### src/rtl/fpu_add_arbiter.sv
// Round-robin arbiter that shares one FPU adder among N_REQ requesters.
// One operation in flight at a time; a watchdog aborts a stalled adder with a timeout status.
module fpu_add_arbiter #(
    parameter int unsigned N_REQ   = 4,
    parameter int unsigned TIMEOUT = 64
) (
    input  logic                  clock,
    input  logic                  reset,
    input  logic [N_REQ-1:0]      req_valid,
    output logic [N_REQ-1:0]      req_ready,
    input  logic [32*N_REQ-1:0]   req_op_a,
    input  logic [32*N_REQ-1:0]   req_op_b,
    output logic [N_REQ-1:0]      rsp_valid,
    input  logic [N_REQ-1:0]      rsp_ready,
    output logic [31:0]           rsp_data,
    output logic [3:0]            rsp_status,
    output logic                  fpu_start,
    output logic [31:0]           fpu_op_a,
    output logic [31:0]           fpu_op_b,
    input  logic                  fpu_done,
    input  logic [31:0]           fpu_result,
    input  logic [3:0]            fpu_status,
    output logic                  busy
);

    localparam int unsigned DW = 32;
    localparam int unsigned SW = 4;
    localparam int unsigned PW = $clog2(N_REQ);
    localparam int unsigned CW = $clog2(TIMEOUT) + 1;

    localparam logic [1:0] IDLE  = 2'd0;
    localparam logic [1:0] ISSUE = 2'd1;
    localparam logic [1:0] WAIT  = 2'd2;
    localparam logic [1:0] RESP  = 2'd3;

    localparam logic [N_REQ-1:0] ONE_HOT0   = {{(N_REQ-1){1'b0}}, 1'b1};
    localparam logic [SW-1:0]    ST_TIMEOUT = 4'b1000;

    logic [1:0]       state_q, state_d;
    logic [PW-1:0]    ptr_q, ptr_d;
    logic [PW-1:0]    grant_q, grant_d;
    logic [CW-1:0]    cnt_q, cnt_d;
    logic [DW-1:0]    op_a_q, op_a_d;
    logic [DW-1:0]    op_b_q, op_b_d;
    logic             start_q, start_d;
    logic [N_REQ-1:0] rsp_valid_q, rsp_valid_d;
    logic [DW-1:0]    rsp_data_q, rsp_data_d;
    logic [SW-1:0]    rsp_status_q, rsp_status_d;
    logic             busy_q, busy_d;

    logic             win_found;
    logic [PW-1:0]    win_idx;
    logic [PW:0]      cand;
    logic [DW-1:0]    sel_a;
    logic [DW-1:0]    sel_b;

    // Rotating priority search starting just after the last granted requester.
    always_comb begin
        win_found = 1'b0;
        win_idx   = '0;
        cand      = '0;
        for (int unsigned k = 1; k <= N_REQ; k++) begin
            cand = {1'b0, ptr_q} + (PW+1)'(k);
            if (cand >= (PW+1)'(N_REQ)) begin
                cand = cand - (PW+1)'(N_REQ);
            end
            if (!win_found && req_valid[cand[PW-1:0]]) begin
                win_found = 1'b1;
                win_idx   = cand[PW-1:0];
            end
        end
    end

    // Operand mux for the current winner.
    always_comb begin
        sel_a = '0;
        sel_b = '0;
        for (int unsigned i = 0; i < N_REQ; i++) begin
            if (win_idx == PW'(i)) begin
                sel_a = req_op_a[i*DW +: DW];
                sel_b = req_op_b[i*DW +: DW];
            end
        end
    end

    assign req_ready = (state_q == IDLE && win_found) ? (ONE_HOT0 << win_idx) : '0;

    // Next-state and registered-output logic.
    always_comb begin
        state_d      = state_q;
        ptr_d        = ptr_q;
        grant_d      = grant_q;
        cnt_d        = cnt_q;
        op_a_d       = op_a_q;
        op_b_d       = op_b_q;
        start_d      = 1'b0;
        rsp_valid_d  = rsp_valid_q;
        rsp_data_d   = rsp_data_q;
        rsp_status_d = rsp_status_q;

        case (state_q)
            IDLE: begin
                if (win_found) begin
                    op_a_d  = sel_a;
                    op_b_d  = sel_b;
                    grant_d = win_idx;
                    start_d = 1'b1;
                    state_d = ISSUE;
                end
            end
            ISSUE: begin
                cnt_d   = '0;
                state_d = WAIT;
            end
            WAIT: begin
                cnt_d = cnt_q + CW'(1);
                // Adder completion takes priority over a coincident timeout.
                if (fpu_done) begin
                    rsp_data_d   = fpu_result;
                    rsp_status_d = fpu_status;
                    rsp_valid_d  = ONE_HOT0 << grant_q;
                    state_d      = RESP;
                end else if (cnt_d == CW'(TIMEOUT - 1)) begin
                    rsp_data_d   = '0;
                    rsp_status_d = ST_TIMEOUT;
                    rsp_valid_d  = ONE_HOT0 << grant_q;
                    state_d      = RESP;
                end
            end
            RESP: begin
                if (rsp_ready[grant_q]) begin
                    rsp_valid_d = '0;
                    ptr_d       = grant_q;
                    state_d     = IDLE;
                end
            end
            default: begin
                state_d = IDLE;
            end
        endcase

        busy_d = (state_d != IDLE);
    end

    always_ff @(posedge clock or negedge reset) begin
        if (!reset) begin
            state_q <= IDLE;
        end else begin
            state_q <= state_d;
        end
    end

    always_ff @(posedge clock or negedge reset) begin
        if (!reset) begin
            ptr_q        <= PW'(N_REQ - 1);
            grant_q      <= '0;
            cnt_q        <= '0;
            op_a_q       <= '0;
            op_b_q       <= '0;
            start_q      <= 1'b0;
            rsp_valid_q  <= '0;
            rsp_data_q   <= '0;
            rsp_status_q <= '0;
            busy_q       <= 1'b0;
        end else begin
            ptr_q        <= ptr_d;
            grant_q      <= grant_d;
            cnt_q        <= cnt_d;
            op_a_q       <= op_a_d;
            op_b_q       <= op_b_d;
            start_q      <= start_d;
            rsp_valid_q  <= rsp_valid_d;
            rsp_data_q   <= rsp_data_d;
            rsp_status_q <= rsp_status_d;
            busy_q       <= busy_d;
        end
    end

    assign rsp_valid  = rsp_valid_q;
    assign rsp_data   = rsp_data_q;
    assign rsp_status = rsp_status_q;
    assign fpu_start  = start_q;
    assign fpu_op_a   = op_a_q;
    assign fpu_op_b   = op_b_q;
    assign busy       = busy_q;

endmodule

### config.mk
export PLATFORM = sky130hd
export DESIGN_NAME = fpu_add_arbiter
export DESIGN_NICKNAME = d
export VERILOG_FILES = /design/src/rtl/fpu_add_arbiter.sv
export SDC_FILE = /design/constraint.sdc
export NUM_CORES = 1
export LEC_CHECK = 0
export BUFFER_PORTS_ARGS = -buffer_cell sky130_fd_sc_hd__buf_2
export CAP_MARGIN = 20
export CORE_ASPECT_RATIO = 1.4
export CORE_MARGIN = 5
export CORE_UTILIZATION = 25
export CTS_CLUSTER_DIAMETER = 200
export DETAILED_ROUTE_END_ITERATION = 7
export GPL_ROUTABILITY_DRIVEN = 1
export GPL_TIMING_DRIVEN = 0
export MAX_ROUTING_LAYER = met4
export PLACE_DENSITY = 0.61
export SLEW_MARGIN = 40
export SYNTH_ARGS = -nofsm -noshare
export SYNTH_HDL_FRONTEND = slang
export SYNTH_SLANG_ARGS = --single-unit
### constraint.sdc
create_clock -name clock -period 2.38 [get_ports clock]
set_clock_uncertainty 0.2 [all_clocks]
set_input_delay 0.357 -clock clock [delete_from_list [all_inputs] [get_ports clock]]
set_output_delay 0.357 -clock clock [all_outputs]
set_load 0.05 [all_outputs]
==> run metrics <==
status=finished with violations; failing checks=setup timing; CP top delay family=flip-flops; Iteration-0 DRC Markers=525; Worst Path Max Fanout=5; Max Slew Vio Count=0; H-tree depth=4; mapped cell area=~6000 um^2; cells after synthesis=548; Avg WL per Cell=21.15 um; CORE AREA=23890 um^2; maxcap violations=0; die width=141.5 um; clock tree root driver cell=clkbuf_16; Synth top cells by count=dfrtp_1, mux2i_1, a222oi_1, o21ai_1; Layout area overhead=85.45%; DRC=0; # clock sinks=119; die footprint=27480 um^2; first-pass GRT wire length=46130 um; clk_lat worst skew=roughly 0.42 ns; Top FF cell, synth=dfrtp_1; row count=67; fin crit share=1.110; dpl hpwl=approximately 22000 um; gp weighted congestion=0.9063; total global-route track usage=0.2236; Buf/Inv on CP=3; filler cell count=2182; Worst EP required=1.82 ns; Post-synth EDFFs=0; initial antenna violation count=0; worst slew pin tran=0.6702 ns; FMAX=0.3784 GHz; CTS max path bufs=2; most numerous cell in the Yosys netlist=dfrtp_1; vias in the first global route=roughly 8000; CP most frequent cell=buf_8; Slowest-stage cell, CP=dfstp_2; Yosys cell types=between 40 and 50; final setup vio count=between 50 and 60; crit path setup slack, layout=-0.2628 ns; Pre-antenna DRT Iters=7; I/O Pins=413; Worst Setup Path Type=flop to primary output; final hold slack=0.01725 ns; Async SR Flop Fraction=1.000; synth top area cells=dfrtp_1, mux2i_1, a222oi_1; largest net degree at the start of global routing=71; number of port buffers=411; Startpoint Class=flop; worst path cell trace=mux2_4 > a22oi_2 > o21ai_2 > buf_8 > buf_12 > and3_4 > buf_8; Hold WC Path Type=input pin to flop; Syn Nets=about 860; Leakage=5.605 nW; Power Dens Cells=1371 nW/um^2; fin nets=1466; share of cells above drive strength 1=0.4611; Placed Cells=1270; Antenna Violating Nets Remaining=0; Vias=between 7000 and 8000; synth warn=0; Avg Cell Area, Syn=between 10 and 15 um^2; Arr. time, crit path=2.09 ns; CTS Buf Count=17; grt total ovfl=0; worst-case vdd ir drop=0.9909 mV; RSZ-0062 raised after global routing=true; via density per instance=5.143; pre-CTS setup slack=-0.6396 ns; die height=around 190 um; CTS tree=done; Crit. End Element=primary output; final WL=31300 um; area share of the largest cell type after synthesis=0.4836; clock transition at the registers of the reported paths=approximately 0.060 ns; post-synthesis sequential area ratio=0.4923; fin cells=1480; Worst slew margin=0.5532; CP peak stage delay=0.57 ns; Initial Utilization=0.2534; Final min period=approximately 2.6 ns; Fin. Hold Viols=0; biggest area consumer among synthesized cells=dfrtp_1; #FFs+latches synth=119; Fin Setup TNS=-4.928 ns
## layout make-up
cell class	count	area (um^2)	share of cell area
repair buffers	593	3908	0.3480
flip-flops and latches	119	2982	0.2655
multi-input cells	367	2918	0.2599
clock buffers	19	452.9	0.04034
well taps	310	387.9	0.03454
plain buffers	44	376.6	0.03354
clock inverters	13	146.4	0.01304
inverters	14	55.05	0.004903
diodes	1	2.502	0.0002229
## flip-flops by register name, indices dropped and copies added, names as in the netlist
signal / count
busy: 1
ptr_q: 2
state_q: 2
fpu_op_b: 32
fpu_op_a: 32
rsp_data: 32
cnt_q: 7
rsp_status: 4
rsp_valid: 4
fpu_start: 1
grant_q: 2
## kinds of logic (layout without fill, tap and decap cells)
kind of cell	after synthesis	after routing	synth area share
flip-flops	119	119	0.4923
adder cells (fa/ha/maj)	7	7	0.01447
AND/OR/NAND/NOR	74	74	0.06220
multiplexers	70	70	0.1182
buffers and inverters	62	683	0.04815
AO/OA/AOI/OAI	216	216	0.2647
other	0	1	0
## worst min-delay path, delay by kind of cell
kind,cells,cell delay [ns]
multiplexers,1,0.06
buffers and inverters,1,0.07
AO/OA/AOI/OAI,1,0.11
## report_power, final
group | internal (mW) | total, mW | switching, mW
clock | 1.61 | 2.62 | 1.01
sequential | 2.99 | 3.61 | 0.619
combinational | 2.97 | 9.17 | 6.20
total | 7.56 | 15.4 | 7.83
## layout by cell type, fill, tap and decap left out, types with 6 or more instances in the layout
cell type      instances
a221oi_1              11
clkbuf_16             17
clkbuf_1              14
inv_1                 11
o21ai_1               58
buf_4                 24
a222oi_1              55
a22o_1                35
a21oi_1               13
nand2_1               32
nor2_1                 6
dfrtp_1              116
buf_6                  6
buf_8                 15
mux2i_1               58
mux2_2                11
buf_2                409
o21ai_0               17
dlygate4sd3_1        157
## repair_timing
item                       CTS  global route
hold buffers               157             0
pin swaps                   12            27
setup endpoints to repair  109           104
cloned                       0             0
hold endpoints to repair   137             0
buffers inserted            19             5
resized for setup           75            43
## layer usage
metal,GRT usage,up-vias,share of wire
met2,0.3769,486,0.51
met1,0.2439,3644,0.36
met4,0.1117,0,0.045
met3,0.05379,84,0.084
met5,-,-,0
li1,-,3397,-
## worst paths after layout
check | start | endpoint | slack [ns] | cells past startpoint
worst max-delay path | ptr_q[1] | req_ready[1] | -0.26 | 7
worst min-delay path | req_op_a[41] | fpu_op_a[9] | 0.02 | 3
worst max register to register | ptr_q[1] | fpu_op_a[14] | -0.14 | 9
worst min register to register | rsp_data[29] | rsp_data[29] | 0.29 | 1
max in group asynchronous | reset | fpu_op_a[17] | 1.06 | 3
min in group asynchronous | reset | fpu_op_a[28] | 0.22 | 2
## per-stage QoR
stage / utilization / area, um^2 / total power [mW]
final: 0.4700 / 11230 / 15.40
after global routing: 0.4699 / 11230 / 16.17
after CTS: 0.4648 / 11100 / 15.30
after detailed placement: 0.3586 / 8567 / 11.87
after global placement: 0.3567 / 8522 / 11.79
after floorplan: - / 6077 / 9.401
Note: power is estimated with default switching activity, not from simulation.
